`config.mk`:
```
export PLATFORM = sky130hd
export DESIGN_NAME = acc16_fetch_queue
export DESIGN_NICKNAME = d
export VERILOG_FILES = /design/src/rtl/acc16_fetch_queue.sv
export SDC_FILE = /design/constraint.sdc
export NUM_CORES = 1
export LEC_CHECK = 0
export CELL_PAD_IN_SITES_DETAIL_PLACEMENT = 0
export CELL_PAD_IN_SITES_GLOBAL_PLACEMENT = 1
export CORE_MARGIN = 2
export CORE_UTILIZATION = 50
export CTS_CLUSTER_DIAMETER = 50
export DETAILED_ROUTE_END_ITERATION = 16
export GPL_TIMING_DRIVEN = 0
export HOLD_SLACK_MARGIN = 0.05
export PLACE_DENSITY = 0.82
export SKIP_LAST_GASP = 1
export SYNTH_ARGS = -nofsm -noshare
export SYNTH_HDL_FRONTEND = slang
export SYNTH_SLANG_ARGS = --single-unit
```
`constraint.sdc`:
```
create_clock -name clk1 -period 3.6 [get_ports clk1]
set_input_delay 0.72 -clock clk1 [delete_from_list [all_inputs] [get_ports clk1]]
set_output_delay 0.72 -clock clk1 [all_outputs]
set_load 0.05 [all_outputs]
```
`src/rtl/acc16_fetch_queue.sv`:
```
// acc16_fetch_queue: instruction fetch stage for pipeAcc16.
// Owns the PC, issues sequential reads to a one-cycle-latency instruction
// memory and buffers {instruction, pc} pairs in a small circular queue that
// feeds decode over a valid/ready handshake. Supports redirect, halt and
// backpressure.
module acc16_fetch_queue #(
   parameter int unsigned    DEPTH    = 4,
   parameter int unsigned    AW       = 16,
   parameter logic [AW-1:0]  RESET_PC = 16'h0000
) (
   input  logic                         clk1,
   input  logic                         rst,
   output logic                         imem_req,
   output logic [AW-1:0]                imem_addr,
   input  logic [15:0]                  imem_rdata,
   input  logic                         redirect,
   input  logic [AW-1:0]                redirect_pc,
   input  logic                         halt,
   output logic                         out_valid,
   input  logic                         out_ready,
   output logic [15:0]                  out_ir,
   output logic [AW-1:0]                out_pc,
   output logic [$clog2(DEPTH+1)-1:0]   count
);

   localparam int unsigned PW = $clog2(DEPTH);
   localparam int unsigned CW = $clog2(DEPTH+1);

   logic [AW-1:0]  r_pc;
   logic           r_inflight;
   logic [AW-1:0]  r_inflight_pc;
   logic [15:0]    r_ir_mem [DEPTH];
   logic [AW-1:0]  r_pc_mem [DEPTH];
   logic [PW-1:0]  r_wptr;
   logic [PW-1:0]  r_rptr;
   logic [CW-1:0]  r_count;

   logic [CW:0]    w_used;
   logic           w_issue;
   logic           w_push;
   logic           w_pop;
   logic           w_valid;

   // Issue credit: queued entries plus the outstanding request must leave
   // room, so every response always has a slot waiting for it.
   always_comb begin
      w_used  = {1'b0, r_count} + (CW+1)'(r_inflight);
      w_issue = !rst && !halt && !redirect && (w_used < (CW+1)'(DEPTH));
      w_valid = (r_count != '0);
      w_push  = r_inflight && !redirect;
      w_pop   = w_valid && out_ready;
   end

   // Output drive; head entry is masked to zero while the queue is empty.
   always_comb begin
      imem_req  = w_issue;
      imem_addr = r_pc;
      out_valid = w_valid;
      count     = r_count;
      out_ir    = w_valid ? r_ir_mem[r_rptr] : '0;
      out_pc    = w_valid ? r_pc_mem[r_rptr] : '0;
   end

   // PC and outstanding-request tracking; redirect overrides sequential issue.
   always_ff @(posedge clk1 or posedge rst) begin
      if (rst) begin
         r_pc          <= RESET_PC;
         r_inflight    <= 1'b0;
         r_inflight_pc <= '0;
      end else begin
         r_inflight <= w_issue;
         if (w_issue) begin
            r_inflight_pc <= r_pc;
         end
         if (redirect) begin
            r_pc <= redirect_pc;
         end else if (w_issue) begin
            r_pc <= r_pc + AW'(1);
         end
      end
   end

   // Queue pointers and occupancy; a flush discards everything at once.
   always_ff @(posedge clk1 or posedge rst) begin
      if (rst) begin
         r_wptr  <= '0;
         r_rptr  <= '0;
         r_count <= '0;
      end else if (redirect) begin
         r_wptr  <= '0;
         r_rptr  <= '0;
         r_count <= '0;
      end else begin
         if (w_push) begin
            r_wptr <= r_wptr + PW'(1);
         end
         if (w_pop) begin
            r_rptr <= r_rptr + PW'(1);
         end
         case ({w_push, w_pop})
            2'b10:   r_count <= r_count + CW'(1);
            2'b01:   r_count <= r_count - CW'(1);
            default: r_count <= r_count;
         endcase
      end
   end

   // Queue storage; contents are only visible through the masked head read.
   always_ff @(posedge clk1) begin
      if (w_push) begin
         r_ir_mem[r_wptr] <= imem_rdata;
         r_pc_mem[r_wptr] <= r_inflight_pc;
      end
   end

endmodule

```
* Word level (Yosys, flattened, before mapping)
Memories as Yosys holds them, arrays and structs flattened.
Index checks and enable logic that the tools add are counted.
** Storage, ports and cells
- Word-level logic and storage cells :: 42
- Register bits :: 40
- Memory bits (read-only) :: 0
- Memories :: 2
- Output and inout bits :: 53
- Bits of input ports :: 37
- Latch bits :: 0
- Memory bits (writable) :: 128
** Cells by class
- Multiplexer cells :: 12
- Eq/ne operators :: 2
- Shift-type cells :: 0
- Multiply operators :: 0
- Order comparisons :: 1
- Add/sub/neg operators :: 6
- Divide/modulo/power cells :: 0
- Reduce and logical (&&, ||, !) cells :: 13
- Bitwise logic cells :: 0
** Memory list
- r_ir_mem :: depth 4, width 16, rd ports 1, clocked after Yosys merged registers in 0, wr ports 1, RTL line 32 : logic [15:0] r_ir_mem [DEPTH];
- r_pc_mem :: depth 4, width 16, rd ports 1, clocked after Yosys merged registers in 0, wr ports 1, RTL line 33 : logic [AW-1:0] r_pc_mem [DEPTH];
** Operator list (count)
- two-way mux 16 bit :: 4
- adder 16 x 1 -> 16 bit (second input constant) :: 1
- two-way mux 2 bit :: 4
- case mux 3 bit (2 select lines) :: 1
- nonzero test 2 bit :: 3
- nonzero test 3 bit :: 2
- logical AND 1 bit :: 5
- adder 2 x 1 -> 2 bit (second input constant) :: 2
- adder 3 x 1 -> 4 bit :: 1
- < comparator 4 x 3 -> 1 bit (second input constant) :: 1
- adder 3 x 1 -> 3 bit (second input constant) :: 1
- logical NOT 1 bit :: 3
- two-way mux 3 bit :: 1
- subtractor 3 x 1 -> 3 bit (second input constant) :: 1
- equality test 2 x 1 -> 1 bit (second input constant) :: 1
- equality test 2 bit (second input constant) :: 1
- two-way mux 1 bit :: 2

* Longest topological paths before layout
Gate-level depths: netlist (run 1).
- Word-level depth :: 6
- Gate-level depth with buffers :: 8
- Mapped depth without buffers :: 7

* Worst setup path before layout (run 1)
Ideal clock, no wire load.
- Kind :: register to output
- Start point :: register r_count[2], in the netlist count[2]
- End point :: output port out_pc[10]
- Stages on the path, launching flop included :: 6
- Data required time :: 2.880 ns
- Setup slack :: 0.473 ns
- Arrival time :: 2.407 ns
- Path buffers :: 3
- Cell sequence :: dfrtp_1 clkbuf_1 or3_1 clkbuf_1 clkbuf_1 and2_1
** On the way
- Cells in the longest elaborated chain, start to end :: 2
** Ends and longest elaborated chain
- start, declared :: RTL line 36 : logic [CW-1:0] r_count;
- start signal, assigned :: RTL line 101 : 2'b10: r_count <= r_count + CW'(1);
- start signal, assigned :: RTL line 102 : 2'b01: r_count <= r_count - CW'(1);
- start signal, assigned :: RTL line 103 : default: r_count <= r_count;
- nonzero test 3 bit :: RTL line 49 : w_valid = (r_count != '0);
- via out_valid :: RTL line 19 : output logic out_valid,
- two-way mux 16 bit :: RTL line 61 : out_pc = w_valid ? r_pc_mem[r_rptr] : '0;
- end, declared :: RTL line 22 : output logic [AW-1:0] out_pc,
The timed path passes the listed nets, and every way through them passes these cells.

* Worst setup path in the final report (run 1)
- Start point :: register r_rptr[1]
- End point :: output port out_pc[8]
** On the way
- Cells in the longest elaborated chain, start to end :: 2
** Ends and longest elaborated chain
- start, declared :: RTL line 35 : logic [PW-1:0] r_rptr;
- start signal, assigned :: RTL line 98 : r_rptr <= r_rptr + PW'(1);
- memory read (4 x 16 bit)
- two-way mux 16 bit :: RTL line 61
Every way passes these cells.

==> summary.md, run 1 <==
| Metric | Value |
|---|---|
| Outcome | finished, final reports clean |
| Max Root-Sink Buffers | 2 |
| First-pass GRT wire length | ~21000 µm |
| Hold Vio Cnt, Final | 0 |
| I/O pin count | 90 |
| Port Buf Inserts | 89 |
| Yosys cell types | 45 |
| Kind of cell adding the most delay to the critical path | buffers and inverters |
| Hold path start | r_inflight_pc[6] |
| Reg2reg end | r_ir_mem[2][14] |
| Die Ht | around 120 µm |
| Ys Warns | 0 |
| Dpl hpwl | roughly 8500 µm |
| Cells on worst reg2reg path | 3 |
| Syn-to-layout area delta | 23.9% |
| CP Data Arrival Time | about 2800 ps |
| Remaining antenna violation count | 0 |
| Fin crit share | 0.977 |
| Vias | about 4000 |
| Rel. slew slack | 0.407 |
| Buffers and inverters on the worst path | 3 |
| Achievable Freq | roughly 280 MHz |
| Worst VDD drop | 0.000350 V |
| Worst path slowest cell | clkdlybuf4s50_1 |
| Reg2reg setup slack | between 1500 and 2000 ps |
| Leak | between 3 and 4 nW |
| CORE AREA | approximately 0.013 mm² |
| Final TNS setup | 0 ps |
| Crit-path cells | clkbuf_1 > clkbuf_1 > mux4_2 > and2_1 > clkdlybuf4s50_1 |
| CP endpoint kind | output port |
| Drt pass-1 iters | 4 |
| Post-synth top area cell | edfxtp_1 |
| Vias per cell | approximately 5.5 |
| Worst path max stage delay | between 600 and 700 ps |
| Post-synth EDFFs | about 130 |
| Cell internal pwr | around 4 mW |
| Post-route insts no fill | 723 |
| Total GRT Usage | 0.192 |
| RSZ-0062 raised after global routing | yes |
| Placed cells | about 700 |
| Yosys reg bits | around 170 |
| GRT overflow | 0 |
| Flop pwr share | 0.389 |
| Fillers | 1021 |
| Cell Area, Synth | about 0.0069 mm² |
| Most common cell in the netlist | edfxtp_1 |
| Psw | 2.40 mW |
| Final WL | 13300 µm |
| Total power | ~6.4 mW |
| Slew @ Worst Pin | roughly 900 ps |
| Post-synth top cells | edfxtp_1 (128), nand2_1 (62), dfrtp_1 (40) |
| Clk slew on worst S/H paths | about 60 ps |
| Clk network pwr share | 0.252 |
| Hold bufs inserted after CTS | 0 |
| H-tree lvl count | 4 |
| Clock root cell | clkbuf_16 |
| WL/cell | 18.4 µm |
| Pin count of the biggest net entering global routing | 41 |
| Pwr dens | ~750 mW/mm² |
| Mapped Cells | around 430 |
| Vias in the first global route | between 4000 and 5000 |
| Sequential-to-total area share from yosys stat | 0.703 |
| Clock latency on the worst-skew pair | ~400 ps |
| Final instance area | between 0.008 and 0.009 mm² |
| Die Wd | between 100 and 150 µm |
| Starting Density | 0.516 |
| Most used DFF post-synth | edfxtp_1 |
| Ratio of cells with drive above 1 in the final layout | 0.157 |
| WHS Endpoint | r_pc_mem[3][6] |
| CP required | 2880 ps |
| Max_cap viols | 0 |
| Final Setup Violations | 0 |
| Crit-path max FO | 10 |
| Hold Path Stages | 0 |
| Drt first-iter violations | around 300 |
| Worst-case clock skew | 6.90 ps |
| Syn_nets | 470 |
| CTS tree | yes |
| Max Slew Vio Count | 0 |
| Top-area cell type share of the netlist area | 0.558 |
| Combinational power share | 0.359 |
| Nets | around 580 |
| N_diodes | 0 |
| CTS buffer count | 17 |
| Min-Delay Path Class | flop to flop |
| Die Area | ~0.015 mm² |
| RR Startpoint | r_inflight |
| WS Path Type | flop to output port |
| Num rows | 42 |
| DRC | 0 |
| Cell mode on critical path | clkbuf_1 |
| Final min period | 3520 ps |
| RD Place Congestion | roughly 0.85 |
| Most area-consuming cells after synthesis | edfxtp_1 (56%), dfrtp_1 (15%), mux4_2 (10%) |
| Post-synth ARST share | 0.238 |
| CP Launch Type | flop |
| Placed instance area | around 0.008 mm² |
| Initial antenna violation count | 0 |
| Clock Sinks | around 170 |
| Synthesized area per cell | roughly 16 µm² |
| Sw Ratio | 0.375 |
worst register-to-register path, stage by stage (launching register included):
cell and delay, ps:
dfrtp_1 310, buf_2 230, nor2b_1 290, and2_2 790
worst max-delay path by stage:
| stage | from | end | slack [ps] | depth (start not counted) |
|---|---|---|---|---|
| after floorplan | count[2] | out_pc[10] | 470 | 5 |
| after global placement | redirect | imem_req | -170 | 6 |
| after detailed placement | redirect | imem_req | -180 | 6 |
| after CTS | r_rptr[1] | out_pc[8] | 30 | 5 |
| after global routing | r_rptr[1] | out_pc[8] | -30 | 5 |
| final | r_rptr[1] | out_pc[8] | 80 | 5 |
flip-flops by register name, summed over array words and instances (netlist names):
| register | cells |
|---|---|
| r_ir_mem | 64 |
| r_pc_mem | 64 |
| r_wptr | 2 |
| r_inflight | 1 |
| count | 3 |
| r_inflight_pc | 16 |
| imem_addr | 16 |
| r_rptr | 2 |
cell type report:
class                      instances  area [µm²]  area share
sequential                       168        4840       0.567
clock buffer                      18         429      0.0503
timing repair buffer              89         892       0.104
inverter                           6        22.5     0.00264
clock inverter                    14         101      0.0119
multi-input combinational        231        1930       0.226
buffer                            21         100      0.0117
tap                              176         220      0.0258
logic make-up (layout without fill, tap and decap cells):
kind of cell	count (synthesis)	in the layout	synth area share
buf+inv	28	148	0.0182
xor+xnor	5	5	0.00636
compound gates	36	36	0.0396
mux	36	36	0.111
flops	168	168	0.703
fa+ha+maj	6	6	0.0120
simple gates	148	148	0.110
per-stage QoR:
stage | setup WS [ps] | utilization | hold slack, ps
global route | -30.8 | 0.640 | 535
global placement | -172 | 0.600 | 490
finish | 83.5 | 0.640 | 522
detailed placement | -175 | 0.600 | 507
CTS | 28.2 | 0.638 | 521
floorplan | 473 | - | 476
power by group through the flow:
| stage | sequential [mW] | combinational, mW | clock (mW) |
|---|---|---|---|
| 3_3_place_gp | 2.50 | 2.42 | 0 |
| 5_1_grt | 2.52 | 2.45 | 1.73 |
| 6_report | 2.49 | 2.30 | 1.62 |
| 3_5_place_dp | 2.51 | 2.44 | 0 |
| 2_1_floorplan | 2.58 | 1.58 | 0 |
| 4_1_cts | 2.49 | 2.34 | 1.65 |
cells in the final DEF, fill, tap and decap left out, drive strengths merged, types with 2 or more instances in the layout:
master / instances
edfxtp: 128
nand2: 63
clkdlybuf4s50: 60
dfrtp: 40
and2: 37
mux4: 32
clkbuf: 28
dlygate4sd2: 19
nand3: 12
buf: 11
nor2: 10
dlymetal6s2s: 10
inv: 9
clkinv: 8
o211ai: 7
o21ai: 7
a22oi: 5
nor3: 5
a221o: 5
ha: 5
or4: 5
xnor2: 3
a21oi: 3
and3: 3
a21o: 3
nand4: 3
mux2i: 3
clkinvlp: 3
and4: 2
or3: 2
o311ai: 2
xor2: 2
nor4: 2
what timing repair did:
item                       in CTS  in global routing
setup buffers                   0                  0
gates resized for setup        19                 12
setup endpoints to repair      31                 12
routing by layer:
| layer | global-route usage | share of wire | vias up |
|---|---|---|---|
| li1 | - | - | 1843 |
| met1 | 0.260 | 0.44 | 2018 |
| met2 | 0.311 | 0.49 | 111 |
| met3 | 0.0545 | 0.061 | 11 |
| met4 | 0.0496 | 0.0098 | 0 |
| met5 | 0 | 0 | - |
Note: power is estimated with default switching activity, not from simulation.
==> inputs of run 2 (changes only) <==
--- a/config.mk
+++ b/config.mk
@@ -10,10 +10,11 @@
 export CORE_MARGIN = 2
 export CORE_UTILIZATION = 50
 export CTS_CLUSTER_DIAMETER = 50
+export CTS_CLUSTER_SIZE = 30
 export DETAILED_ROUTE_END_ITERATION = 16
 export GPL_TIMING_DRIVEN = 0
 export HOLD_SLACK_MARGIN = 0.05
-export PLACE_DENSITY = 0.82
+export PLACE_DENSITY_LB_ADDON = 0.1
 export SKIP_LAST_GASP = 1
 export SYNTH_ARGS = -nofsm -noshare
 export SYNTH_HDL_FRONTEND = slang
==> run 2 against run 1 <==
Against the previous run: maximum frequency up 3.1%; sequential share of layout area down 0.73 points; routed wire length up 2.6%; critical endpoint is now out_ir[6].
==> summary.md, run 2 (synthesis gave the netlist of run 1 again) <==
| Metric | Value |
|---|---|
| Die Ht | 121 µm (unchanged) |
| CP required | 2880 ps (about the same) |
| Vias per cell | 5.54 (+0.64%) |
| CTS tree | yes |
| Dpl hpwl | 8680 µm (+1.6%) |
| Vias in the first global route | 4142 (+1.1%) |
| CTS buffer count | 17 (unchanged) |
| Vias | 4003 (+0.50%) |
| Nets | 576 (-0.17%) |
| Port Buf Inserts | 89 (unchanged) |
| Clock latency on the worst-skew pair | 430 ps (+20 ps) |
| Rel. slew slack | 0.387 (-0.0196) |
| H-tree lvl count | 4 (unchanged) |
| Die Wd | 121 µm (unchanged) |
| RSZ-0062 raised after global routing | no |
| GRT overflow | 0 (unchanged) |
| Crit-path max FO | 10 (unchanged) |
| Total power | 6.67 mW (+4.2%) |
| Syn-to-layout area delta | 25.5% |
| Max_cap viols | 0 (unchanged) |
| Clock Sinks | 168 (unchanged) |
| Clock root cell | clkbuf_16 |
| Final Setup Violations | 0 (unchanged) |
| Total GRT Usage | 0.201 (+0.00838) |
| WL/cell | 18.9 µm (+2.8%) |
| Met3 GRT Util | 0.0451 (-0.00940) |
| Remaining antenna violation count | 0 (unchanged) |
| Slew @ Worst Pin | 919 ps (+29.5 ps) |
| Clk slew on worst S/H paths | 60 ps (about the same) |
| First-pass GRT wire length | 21700 µm (+2.5%) |
| Routing usage on met2 | 0.332 (+0.0207) |
| Outcome | finished, final reports clean |
| Fin crit share | 0.948 (-0.0291) |
| CP Data Arrival Time | 2690 ps (-110 ps) |
| Final TNS setup | 0 ps (unchanged) |
| Fillers | 1023 (+0.20%) |
| Placed cells | 692 (unchanged) |
| Achievable Freq | 293 MHz (+3.1%) |
| Post-route insts no fill | 722 (-0.14%) |
| CORE AREA | 0.0133 mm² (unchanged) |
| Max Slew Vio Count | 0 (unchanged) |
| Most common cell after layout, fill and taps aside | edfxtp_1 |
| Die Area | 0.0147 mm² (unchanged) |
| CP Launch Type | flop |
| Pwr dens | 772 mW/mm² (+2.9%) |
| Final WL | 13600 µm (+2.6%) |
| Worst VDD drop | 0.000310 V (-11%) |
| I/O pin count | 90 (unchanged) |
| Pin count of the biggest net entering global routing | 41 (unchanged) |
| Max Root-Sink Buffers | 2 (unchanged) |
| Min-Delay Path Class | flop to flop |
| RD Place Congestion | 0.825 (-2.8%) |
| Drt first-iter violations | 311 (+1.6%) |
| Most frequent cells in the layout | edfxtp_1 (128), nand2_1 (62), clkdlybuf4s50_1 (62), dfrtp_1 (40), and2_1 (33) |
| Area of the multi-input gates | 0.00193 mm² (+0.26%) |
| Largest regs | r_ir_mem x64, r_pc_mem x64 |
| M1 GR Usage | 0.263 (+0.00293) |
| Drt pass-1 iters | 5 (+1) |
| GR peak layer | met2 |
| Starting Density | 0.516 (unchanged) |
| CP endpoint kind | output port |
| Worst-case clock skew | 9.67 ps (+2.78 ps) |
| Reg area | 0.00484 mm² (unchanged) |
| Leak | 3.40 nW (+4.6%) |
| Hold Vio Cnt, Final | 0 (unchanged) |
| DRC | 0 (unchanged) |
| N_diodes | 0 (unchanged) |
| Utilization after layout | 0.648 (+0.00834) |
| Initial antenna violation count | 0 (unchanged) |
| Final min period | 3410 ps (-105 ps) |
| Num rows | 42 (unchanged) |
| Ratio of cells with drive above 1 in the final layout | 0.170 (+0.0131) |
| WS Path Type | flop to output port |
[run 2: per-layer routing]
metal	wire [µm]	up-vias
met4	174	0
met2	6990	100
met3	623	15
met5	0	-
met1	5850	2043
li1	-	1845
[run 2: final cells by class]
type | count | area share
multi-input combinational | 231 | 0.223
sequential | 168 | 0.560
timing repair buffer | 89 | 0.107
buffer | 20 | 0.0123
inverter | 6 | 0.00260
clock inverter | 13 | 0.0163
tap | 176 | 0.0255
clock buffer | 19 | 0.0524
[run 2: critical path, cell delays in order, from the launching register on]
cell	delay [ps]
dfrtp_1	310
buf_2	240
clkbuf_4	330
mux4_2	530
and2_1	170
clkdlybuf4s50_1	690
[run 2: path summary, 6_finish.rpt]
path / startpoint / endpoint / slack, ps / cells after the start
setup / recovery: r_rptr[0] / out_ir[6] / 190 / 5
hold / removal: r_inflight_pc[7] / r_pc_mem[2][7] / 520 / 0
setup reg to reg: r_inflight / r_ir_mem[2][14] / 1490 / 3
hold reg to reg: r_inflight_pc[7] / r_pc_mem[2][7] / 520 / 0
max in group asynchronous: rst / r_inflight_pc[11] / 2130 / 2
min in group asynchronous: rst / count[2] / 910 / 2
[run 2: timing repair]
action,4_1_cts,5_1_grt
resized for setup,12,24
hold buffers,0,0
endpoints found under the hold margin,0,0
setup endpoints to repair,31,24
setup buffers,0,0
gates cloned,0,0
[run 2: through the flow]
step / hold slack [ps] / setup WS [ps] / cell area [µm²]
3_3_place_gp: 490 / -221 / 8000
6_report: 516 / 188 / 8650
3_5_place_dp: 503 / -230 / 8010
4_1_cts: 519 / 5.31 / 8600
5_1_grt: 544 / 46.9 / 8650
2_1_floorplan: 476 / 473 / 6890
[run 2: power by group]
part           switching [mW]  total (mW)  internal, mW
registers               0.173        2.48          2.31
clock network           0.734        1.80          1.06
logic                    1.53        2.40         0.873
total                    2.43        6.67          4.24
==> inputs of run 3 (changes only) <==
--- a/config.mk
+++ b/config.mk
@@ -10,7 +10,6 @@
 export CORE_MARGIN = 2
 export CORE_UTILIZATION = 50
 export CTS_CLUSTER_DIAMETER = 50
-export CTS_CLUSTER_SIZE = 30
 export DETAILED_ROUTE_END_ITERATION = 16
 export GPL_TIMING_DRIVEN = 0
 export HOLD_SLACK_MARGIN = 0.05
==> results of run 3 <==
Final layout, timing and power as in run 2 (identical DEF).
